<file path="src/rtl/line_burst_pkg.sv">
// Shared types and constants for the line-to-burst adapter.
// A 256-bit line is moved as four 64-bit beats.
package line_burst_pkg;

  localparam int unsigned BEATS       = 4;
  localparam int unsigned BEAT_IDX_W  = 2;
  localparam int unsigned OFFSET_BITS = 5;

  typedef enum logic [2:0] {
    StIdle,
    StRdBurst,
    StRdDone,
    StWrBurst,
    StWrDone
  } state_e;

endpackage

</file>
<file path="src/rtl/line_burst_adapter_if.sv">
// Upstream line port plus downstream burst port of the line burst adapter.
// The master modport is the environment; the slave modport is the adapter itself.
interface line_burst_adapter_if #(
  parameter int unsigned ADDR_WIDTH = 32,
  parameter int unsigned LINE_WIDTH = 256,
  parameter int unsigned BEAT_WIDTH = 64
);

  logic                  line_read;
  logic                  line_write;
  logic [ADDR_WIDTH-1:0] line_addr;
  logic [LINE_WIDTH-1:0] line_wdata;
  logic [LINE_WIDTH-1:0] line_rdata;
  logic                  line_resp;

  logic                  burst_read;
  logic                  burst_write;
  logic [ADDR_WIDTH-1:0] burst_addr;
  logic [BEAT_WIDTH-1:0] burst_wdata;
  logic [BEAT_WIDTH-1:0] burst_rdata;
  logic                  burst_resp;

  modport master (
    output line_read, line_write, line_addr, line_wdata, burst_rdata, burst_resp,
    input  line_rdata, line_resp, burst_read, burst_write, burst_addr, burst_wdata
  );

  modport slave (
    input  line_read, line_write, line_addr, line_wdata, burst_rdata, burst_resp,
    output line_rdata, line_resp, burst_read, burst_write, burst_addr, burst_wdata
  );

endinterface

</file>
<file path="src/rtl/line_beat_buffer.sv">
// Line-wide register written either one beat at a time or as a whole line.
// A full-line load takes priority over a beat write in the same cycle.
module line_beat_buffer
  import line_burst_pkg::*;
#(
  parameter int unsigned LINE_WIDTH = 256,
  parameter int unsigned BEAT_WIDTH = 64
) (
  input  logic                  clk,
  input  logic                  rst,
  input  logic                  load,
  input  logic [BEAT_IDX_W-1:0] idx,
  input  logic [BEAT_WIDTH-1:0] beat_in,
  input  logic                  line_load,
  input  logic [LINE_WIDTH-1:0] line_in,
  output logic [LINE_WIDTH-1:0] line_out
);

  logic [LINE_WIDTH-1:0] data_q, data_d;

  always_comb begin
    data_d = data_q;
    if (line_load) begin
      data_d = line_in;
    end else if (load) begin
      for (int k = 0; k < BEATS; k++) begin
        if (idx == BEAT_IDX_W'(k)) begin
          data_d[k*BEAT_WIDTH +: BEAT_WIDTH] = beat_in;
        end
      end
    end
  end

  always_ff @(posedge clk) begin
    if (rst) begin
      data_q <= '0;
    end else begin
      data_q <= data_d;
    end
  end

  assign line_out = data_q;

endmodule

</file>
<file path="src/rtl/line_burst_reg.sv">
// Generic enabled register with synchronous active-high clear.
module line_burst_reg #(
  parameter int unsigned WIDTH = 32
) (
  input  logic             clk,
  input  logic             rst,
  input  logic             en,
  input  logic [WIDTH-1:0] d,
  output logic [WIDTH-1:0] q
);

  always_ff @(posedge clk) begin
    if (rst) begin
      q <= '0;
    end else if (en) begin
      q <= d;
    end
  end

endmodule

</file>
<file path="src/rtl/line_burst_adapter.sv">
// Turns single-beat line reads/writes into 4-beat memory bursts and reassembles read bursts.
// One line transaction is in flight at a time.
module line_burst_adapter
  import line_burst_pkg::*;
#(
  parameter int unsigned ADDR_WIDTH = 32,
  parameter int unsigned LINE_WIDTH = 256,
  parameter int unsigned BEAT_WIDTH = 64
) (
  input logic                 clk,
  input logic                 rst,
  line_burst_adapter_if.slave bus
);

  localparam logic [ADDR_WIDTH-1:0] AlignMask =
    {{(ADDR_WIDTH-OFFSET_BITS){1'b1}}, {OFFSET_BITS{1'b0}}};

  state_e                state_q, state_d;
  logic [BEAT_IDX_W-1:0] cnt_q, cnt_d;
  logic                  accept_rd, accept_wr;
  logic                  rd_beat;
  logic [ADDR_WIDTH-1:0] addr_q;
  logic [LINE_WIDTH-1:0] rd_line, wr_line, rdata_q;
  logic [BEAT_WIDTH-1:0] wr_beat;

  // Read has priority when both requests are raised together.
  assign accept_rd = (state_q == StIdle) && bus.line_read;
  assign accept_wr = (state_q == StIdle) && !bus.line_read && bus.line_write;
  assign rd_beat   = (state_q == StRdBurst) && bus.burst_resp;

  always_comb begin
    state_d = state_q;
    cnt_d   = cnt_q;
    unique case (state_q)
      StIdle: begin
        if (bus.line_read) begin
          state_d = StRdBurst;
          cnt_d   = '0;
        end else if (bus.line_write) begin
          state_d = StWrBurst;
          cnt_d   = '0;
        end
      end
      StRdBurst: begin
        if (bus.burst_resp) begin
          cnt_d = cnt_q + 1'b1;
          if (cnt_q == BEAT_IDX_W'(BEATS - 1)) begin
            state_d = StRdDone;
          end
        end
      end
      StWrBurst: begin
        if (bus.burst_resp) begin
          cnt_d = cnt_q + 1'b1;
          if (cnt_q == BEAT_IDX_W'(BEATS - 1)) begin
            state_d = StWrDone;
          end
        end
      end
      StRdDone: state_d = StIdle;
      StWrDone: state_d = StIdle;
      default:  state_d = StIdle;
    endcase
  end

  always_ff @(posedge clk) begin
    if (rst) begin
      state_q <= StIdle;
      cnt_q   <= '0;
    end else begin
      state_q <= state_d;
      cnt_q   <= cnt_d;
    end
  end

  line_burst_reg #(
    .WIDTH(ADDR_WIDTH)
  ) u_addr_reg (
    .clk (clk),
    .rst (rst),
    .en  (accept_rd || accept_wr),
    .d   (bus.line_addr & AlignMask),
    .q   (addr_q)
  );

  line_beat_buffer #(
    .LINE_WIDTH(LINE_WIDTH),
    .BEAT_WIDTH(BEAT_WIDTH)
  ) u_rd_buf (
    .clk       (clk),
    .rst       (rst),
    .load      (rd_beat),
    .idx       (cnt_q),
    .beat_in   (bus.burst_rdata),
    .line_load (1'b0),
    .line_in   ('0),
    .line_out  (rd_line)
  );

  line_beat_buffer #(
    .LINE_WIDTH(LINE_WIDTH),
    .BEAT_WIDTH(BEAT_WIDTH)
  ) u_wr_buf (
    .clk       (clk),
    .rst       (rst),
    .load      (1'b0),
    .idx       (cnt_q),
    .beat_in   ('0),
    .line_load (accept_wr),
    .line_in   (bus.line_wdata),
    .line_out  (wr_line)
  );

  // Keeps the last completed line visible while the next read assembles in u_rd_buf.
  line_burst_reg #(
    .WIDTH(LINE_WIDTH)
  ) u_rdata_reg (
    .clk (clk),
    .rst (rst),
    .en  (state_q == StRdDone),
    .d   (rd_line),
    .q   (rdata_q)
  );

  always_comb begin
    wr_beat = '0;
    for (int k = 0; k < BEATS; k++) begin
      if (cnt_q == BEAT_IDX_W'(k)) begin
        wr_beat = wr_line[k*BEAT_WIDTH +: BEAT_WIDTH];
      end
    end
  end

  always_comb begin
    bus.burst_read  = (state_q == StRdBurst);
    bus.burst_write = (state_q == StWrBurst);
    bus.burst_addr  = addr_q;
    bus.burst_wdata = (state_q == StWrBurst) ? wr_beat : '0;
    bus.line_resp   = (state_q == StRdDone) || (state_q == StWrDone);
    bus.line_rdata  = (state_q == StRdDone) ? rd_line : rdata_q;
  end

endmodule

</file>
<file path="src/flat_wrapper.sv">
// flat-port wrapper written by rule: the top's interface ports become plain ports
module line_burst_adapter_flat import line_burst_pkg::*;
#(
  parameter int unsigned ADDR_WIDTH = 32,
  parameter int unsigned LINE_WIDTH = 256,
  parameter int unsigned BEAT_WIDTH = 64
)
  (clk, rst, bus_line_read, bus_line_write, bus_line_addr, bus_line_wdata, bus_burst_rdata, bus_burst_resp, bus_line_rdata, bus_line_resp, bus_burst_read, bus_burst_write, bus_burst_addr, bus_burst_wdata);
  line_burst_adapter_if #(.ADDR_WIDTH(ADDR_WIDTH), .LINE_WIDTH(LINE_WIDTH), .BEAT_WIDTH(BEAT_WIDTH)) bus_i ();
  input logic clk;
  input logic rst;
  input wire logic [$bits(bus_i.line_read)-1:0] bus_line_read;
  input wire logic [$bits(bus_i.line_write)-1:0] bus_line_write;
  input wire logic [$bits(bus_i.line_addr)-1:0] bus_line_addr;
  input wire logic [$bits(bus_i.line_wdata)-1:0] bus_line_wdata;
  input wire logic [$bits(bus_i.burst_rdata)-1:0] bus_burst_rdata;
  input wire logic [$bits(bus_i.burst_resp)-1:0] bus_burst_resp;
  output wire logic [$bits(bus_i.line_rdata)-1:0] bus_line_rdata;
  output wire logic [$bits(bus_i.line_resp)-1:0] bus_line_resp;
  output wire logic [$bits(bus_i.burst_read)-1:0] bus_burst_read;
  output wire logic [$bits(bus_i.burst_write)-1:0] bus_burst_write;
  output wire logic [$bits(bus_i.burst_addr)-1:0] bus_burst_addr;
  output wire logic [$bits(bus_i.burst_wdata)-1:0] bus_burst_wdata;
  assign bus_i.line_read = bus_line_read;
  assign bus_i.line_write = bus_line_write;
  assign bus_i.line_addr = bus_line_addr;
  assign bus_i.line_wdata = bus_line_wdata;
  assign bus_i.burst_rdata = bus_burst_rdata;
  assign bus_i.burst_resp = bus_burst_resp;
  assign bus_line_rdata = bus_i.line_rdata;
  assign bus_line_resp = bus_i.line_resp;
  assign bus_burst_read = bus_i.burst_read;
  assign bus_burst_write = bus_i.burst_write;
  assign bus_burst_addr = bus_i.burst_addr;
  assign bus_burst_wdata = bus_i.burst_wdata;
  line_burst_adapter #(.ADDR_WIDTH(ADDR_WIDTH), .LINE_WIDTH(LINE_WIDTH), .BEAT_WIDTH(BEAT_WIDTH)) u_core (.clk(clk), .rst(rst), .bus(bus_i));
endmodule
</file>
<file path="config.mk">
export PLATFORM = sky130hd
export DESIGN_NAME = line_burst_adapter_flat
export DESIGN_NICKNAME = d
export VERILOG_FILES = /design/src/rtl/line_burst_pkg.sv /design/src/rtl/line_burst_adapter_if.sv /design/src/rtl/line_beat_buffer.sv /design/src/rtl/line_burst_reg.sv /design/src/rtl/line_burst_adapter.sv /design/src/flat_wrapper.sv
export SDC_FILE = /design/constraint.sdc
export NUM_CORES = 2
export LEC_CHECK = 0
export ABC_AREA = 1
export CAP_MARGIN = 10
export CORE_ASPECT_RATIO = 0.8
export CORE_MARGIN = 2
export CORE_UTILIZATION = 35
export DETAILED_ROUTE_END_ITERATION = 6
export GPL_ROUTABILITY_DRIVEN = 0
export PLACE_DENSITY = 0.6
export REMOVE_ABC_BUFFERS = 1
export SYNTH_ARGS = -nofsm -noshare
export SYNTH_HDL_FRONTEND = slang
export SYNTH_SLANG_ARGS = --single-unit
</file>
<file path="constraint.sdc">
create_clock -name clk -period 3 [get_ports clk]
set_input_delay 0.45 -clock clk [delete_from_list [all_inputs] [get_ports clk]]
set_output_delay 0.45 -clock clk [all_outputs]
set_load 0.01 [all_outputs]
</file>
* Word level (Yosys, flattened, before mapping)
Cells that the tools add are included.
** Word-level totals
- Logic and storage cells :: 57
- Flip-flop bits (word level) :: 800
- Bits of input ports :: 357
- Output and inout port bits :: 355
** Cells by class
- Reduce and logical (&&, ||, !) cells :: 17
- Eq/ne operators :: 13
- $add $sub $neg :: 1
- Mux-type cells :: 17
** Operators with widths (number)
- 64-bit 2-to-1 mux :: 5
- 256-bit 2-to-1 mux :: 1
- 3-bit 2-to-1 mux :: 6
- 3-bit one-hot mux with 3 select lines :: 1
- 2-bit AND reduction :: 4
- 3-bit by 2-bit equality test with 1-bit output, second input constant :: 2
- 2-bit 2-to-1 mux :: 3
- 2-bit by 1-bit inequality test with 1-bit output, second input constant :: 3
- 5-bit AND reduction :: 1
- 2-bit equality test, second input constant :: 2
- 1-bit logical AND :: 4
- 2-bit inequality test, second input constant :: 2
- 2-bit one-hot mux with 2 select lines :: 1
- 3-bit by 1-bit equality test with 1-bit output, second input constant :: 1
- 3-bit equality test, second input constant :: 1
- 3-bit logical NOT :: 1
- 3-bit inequality test, second input constant :: 1
- 3-bit AND reduction :: 1
- 2-bit by 1-bit adder with 2-bit output, second input constant :: 1
- 2-bit by 1-bit equality test with 1-bit output, second input constant :: 1
- 2-bit logical NOT :: 1
- 1-bit logical OR :: 2
- 2-bit nonzero test :: 1
- 2-bit OR reduction :: 1
- 1-bit logical NOT :: 1

* Longest topological paths before layout
- Depth after elaboration :: 6
- Mapped depth :: 9
- Mapped depth without buffers :: 8

* Modules after synthesis
A second synthesis with hierarchy kept.
** Second synthesis, totals
- Cell total of the unflattened synthesis :: 6667
- Area total of the unflattened synthesis :: 40820.4 µm²
** By module, submodules not included
- line_beat_buffer :: cells an instance 1757, times used 2, sequential area each 5124.9 µm², area each 11566.1 µm²
- line_burst_reg at u_core.u_rdata_reg :: cells an instance 1622, times used 1, sequential area each 5124.9 µm², area each 10725.3 µm²
- line_burst_adapter :: cells an instance 1328, times used 1, sequential area each 100.1 µm², area each 5624.1 µm²
- line_burst_reg at u_core.u_addr_reg :: cells an instance 203, times used 1, sequential area each 640.6 µm², area each 1338.8 µm²

* Least setup slack after synthesis
Ideal clock, no wire load.
- Kind :: register -> output
- From :: register u_core.cnt_q[1]
- To :: output port bus_burst_wdata[0]
- Buffers on the path :: 1
- Data arrival time :: 1506 ps
- Cell stages (with the launch flop) :: 9
- Setup slack :: 1044 ps
- Path through :: dfxtp_1 inv_1 ha_1 inv_2 nand2_1 clkbuf_1 o22ai_1 nand2_1 a21oi_1
** On the way
- Longest elaborated chain between the ends :: 6
- Elaborated cells on any way between the ends :: 9
- Those cells by class :: eq/ne: 3; mux: 5; reduce/logical: 1
** RTL lines
- start, declared :: RTL line line_burst_adapter.sv:19 : logic [BEAT_IDX_W-1:0] cnt_q, cnt_d;
- start signal, assigned :: RTL line line_burst_adapter.sv:72 : cnt_q <= cnt_d;
- 2-bit logical NOT :: RTL line line_burst_adapter.sv:128 : if (cnt_q == BEAT_IDX_W'(k)) begin
- 64-bit 2-to-1 mux (3 in a row) :: RTL line line_burst_adapter.sv:128
- 64-bit 2-to-1 mux (*) :: RTL line line_burst_adapter.sv:128
- 64-bit 2-to-1 mux (*) :: RTL line line_burst_adapter.sv:138 : bus.burst_wdata = (state_q == StWrBurst) ? wr_beat : '0;
- end, declared :: RTL line flat_wrapper.sv:23 : output wire logic [$bits(bus_i.burst_wdata)-1:0] bus_burst_wdata;
Every way passes the cells marked *; elsewhere a longest branch is shown, timed or not.

* Worst setup path in the final report
- From :: register u_core.cnt_q[1]
- To :: output port bus_burst_wdata[27]
The elaborated chain is that of the path after synthesis.

==> run metrics <==
Final Hold Fails 0; antenna viol nets, final 0; Crit path max-delay family buffers and inverters; post-layout minimum cycle time 3.04 ns; cts hold-fix bufs 0; Final Power 38.1 mW; Netlist cell types 23; status complete, but fails checks; Final Cycle Share 1.01; share of the yosys chip area belonging to registers 0.446; FMAX 329 MHz; CP max FO 62; largest net degree at the start of global routing 158; vias in the first global route 31400; Multi-input gate area 15200 µm²; worst-case clock skew 0.0234 ns; DIE HEIGHT 291 µm; DIE AREA 105000 µm²; DR vias 34200; die span in x 362 µm; Starting Density 0.352; Max-Cap Viols 0; Max Buffers Root-to-Sink 3; leakage power 22.6 nW; Slew headroom 0.331; worst setup margin -0.0400 ns; largest cells by area after synthesis dfxtp_1 (45%), nand2_1 (13%), inv_1 (9.4%), nor2_1 (8.1%), a21oi_1 (7.5%); clock sink total 800; post-synthesis cell area 35900 µm²; fraction of layout cells with a size suffix above 1 0.103; Congestion Overflow GR 0; Pre-antenna DRT Iters 6; Reg area 16000 µm²; CTS tree built; NumNets Final 6155; first-pass GRT wire length 193000 µm; crit path DAT 2.59 ns; I/O Buffers 701; DRC Markers 0; met1 Use GR 0.318; Yosys Warn Count 0; HP Class primary input to flip-flop; syn_area_per_cell 6.88 µm²; P&R area growth vs syn 33.2%; Detail Placement HPWL 81500 µm; DR WL/cell 18.0 µm; PwrDens 797 nW/µm²; Worst Tran Pin Value 1.00 ns; I/O pin count 712; Final Max Slew Viols 0; setup tns final -0.0467 ns; cell taking the most area after synthesis dfxtp_1; worst skew pair latency 0.69 ns; DRT iter0 DRCs 2857; total track usage 0.236; Post-Synthesis Cells 5222; Reg clk slew, reported paths 0.06 ns; crit-path cells inv_1, ha_1, inv_2, buf_12, o22ai_1, nand2_1, a21oi_2, buf_4, dlygate4sd2_1; Setup CP Type flip-flop to output port; violated checks negative setup slack; CP peak stage delay 0.36 ns; DRT Wirelength 130000 µm; met3 usage 0.0413; Final Util 0.468; Worst Path Buf+Inv 5; Synth top area share 0.446; crit path launch type flip-flop; slowest CP cell dfxtp_2; Final setup viols 2; CP required 2.55 ns; CTS H-tree lvls 3; fillcell total 10400; clock buffer count from CTS 88; met2 global-route usage 0.377; Yosys reg bits 800; vias per cell 4.73; antenna violations before repair 33; RSZ-0062 raised after global routing yes; global route hottest layer met2; row count 105; clock root cell clkbuf_16; Peak VDD IR 0.437 mV; Core Area 102000 µm²; CP endpoint kind output port
-- routing by layer --
metal,share of wire,up-vias
met1,0.45,15800
met5,0.00018,-
li1,-,17300
met3,0.055,197
met2,0.46,884
met4,0.030,4
-- final timing paths --
path              slack (ns)  depth (start not counted)                          start                       endpoint
setup / recovery       -0.04                          9                u_core.cnt_q[1]            bus_burst_wdata[27]
hold / removal          0.22                          3                 bus_line_write  u_core.u_wr_buf.line_out[150]
setup reg to reg        0.53                          8              u_core.state_q[2]  u_core.u_wr_buf.line_out[169]
hold reg to reg         0.46                          2  u_core.u_wr_buf.line_out[238]  u_core.u_wr_buf.line_out[238]
-- registers in the layout, summed over array words and instances, names as in the netlist --
signal                    flops
u_core.u_addr_reg.q          27
u_core.u_rd_buf.line_out    256
u_core.u_rdata_reg.q        256
u_core.state_q                3
u_core.cnt_q                  2
u_core.u_wr_buf.line_out    256
-- cell usage in the layout (no fill, tap or decap), types with 11 or more instances in the layout --
cell             count
nor2_1             777
o22ai_1             60
bufbuf_16           11
nand2_1           1258
clkbuf_8            25
clkdlybuf4s50_1    383
a21oi_2             46
clkinv_2            12
buf_4               83
dfxtp_1            797
inv_1              901
buf_12              38
nand3_1             31
a21oi_1            491
clkbuf_1            20
clkbuf_16           91
o21ai_0             65
clkbuf_2            34
a211oi_2           143
buf_2               46
clkdlybuf4s15_1     27
diode_2             31
a211oi_1           113
dlygate4sd2_1      192
nand4_1            130
-- timing repair --
item                                    in CTS  in global routing
setup buffers                               21                  4
hold endpoints to repair                     0                  0
endpoints found under the setup margin     320                180
gates cloned                                14                  3
gates resized for setup                    530                140
pin swaps                                    7                  3
-- stage by stage --
stage / hold slack [ns] / worst slack [ns] / instance area, µm² / cells
6_report: 0.223 / -0.0400 / 47900 / 7231
5_1_grt: 0.191 / -0.116 / 47900 / 7231
4_1_cts: 0.177 / -0.0814 / 47900 / 7193
3_5_place_dp: 0.449 / 0.194 / 44400 / 6999
3_3_place_gp: 0.446 / 0.185 / 44400 / 6999
2_1_floorplan: 0.432 / -10.91 / 34300 / 4855
-- final cells by class --
class,count,share of cell area
flip-flops and latches,800,0.335
clock inverters,25,0.00695
inverters,910,0.0717
diodes,31,0.00162
well taps,1337,0.0349
repair buffers,846,0.176
clock buffers,134,0.0553
multi-input cells,3148,0.318
-- logic make-up after synthesis --
| group | synth area share |
|---|---|
| fa+ha+maj | 0.00139 |
| simple gates | 0.241 |
| other cells | 0.000104 |
| buf+inv | 0.142 |
| flops | 0.446 |
| compound gates | 0.169 |
-- worst reg2reg max path: cells and delay by family (launching register included) --
kind	cells	cell delay [ns]
and+or+nand+nor	2	0.37
AOI/OAI and AO/OA	1	0.20
DFF	1	0.37
buffers and inverters	5	1.46
-- synth_stat cells --
library cell  instances
a211oi_1            113
a211oi_2            143
a21oi_1             541
buf_1                 3
buf_2               165
buf_4                14
buf_6                 7
clkbuf_1            182
conb_1                1
dfxtp_1             800
ha_1                  4
inv_1               903
inv_2                 7
nand2_1            1260
nand2_2               1
nand3_1              35
nand3_2               1
nand4_1             130
nor2_1              779
nor2_2                2
o21ai_0              67
o21bai_1              1
o22ai_1              63
-- power breakdown --
| group | internal (mW) | switching, mW |
|---|---|---|
| registers | 12.2 | 0.439 |
| clock network | 6.46 | 4.73 |
| logic | 5.37 | 9.00 |
| total | 24.0 | 14.2 |
No activity file was read; power rests on OpenSTA's default activity.
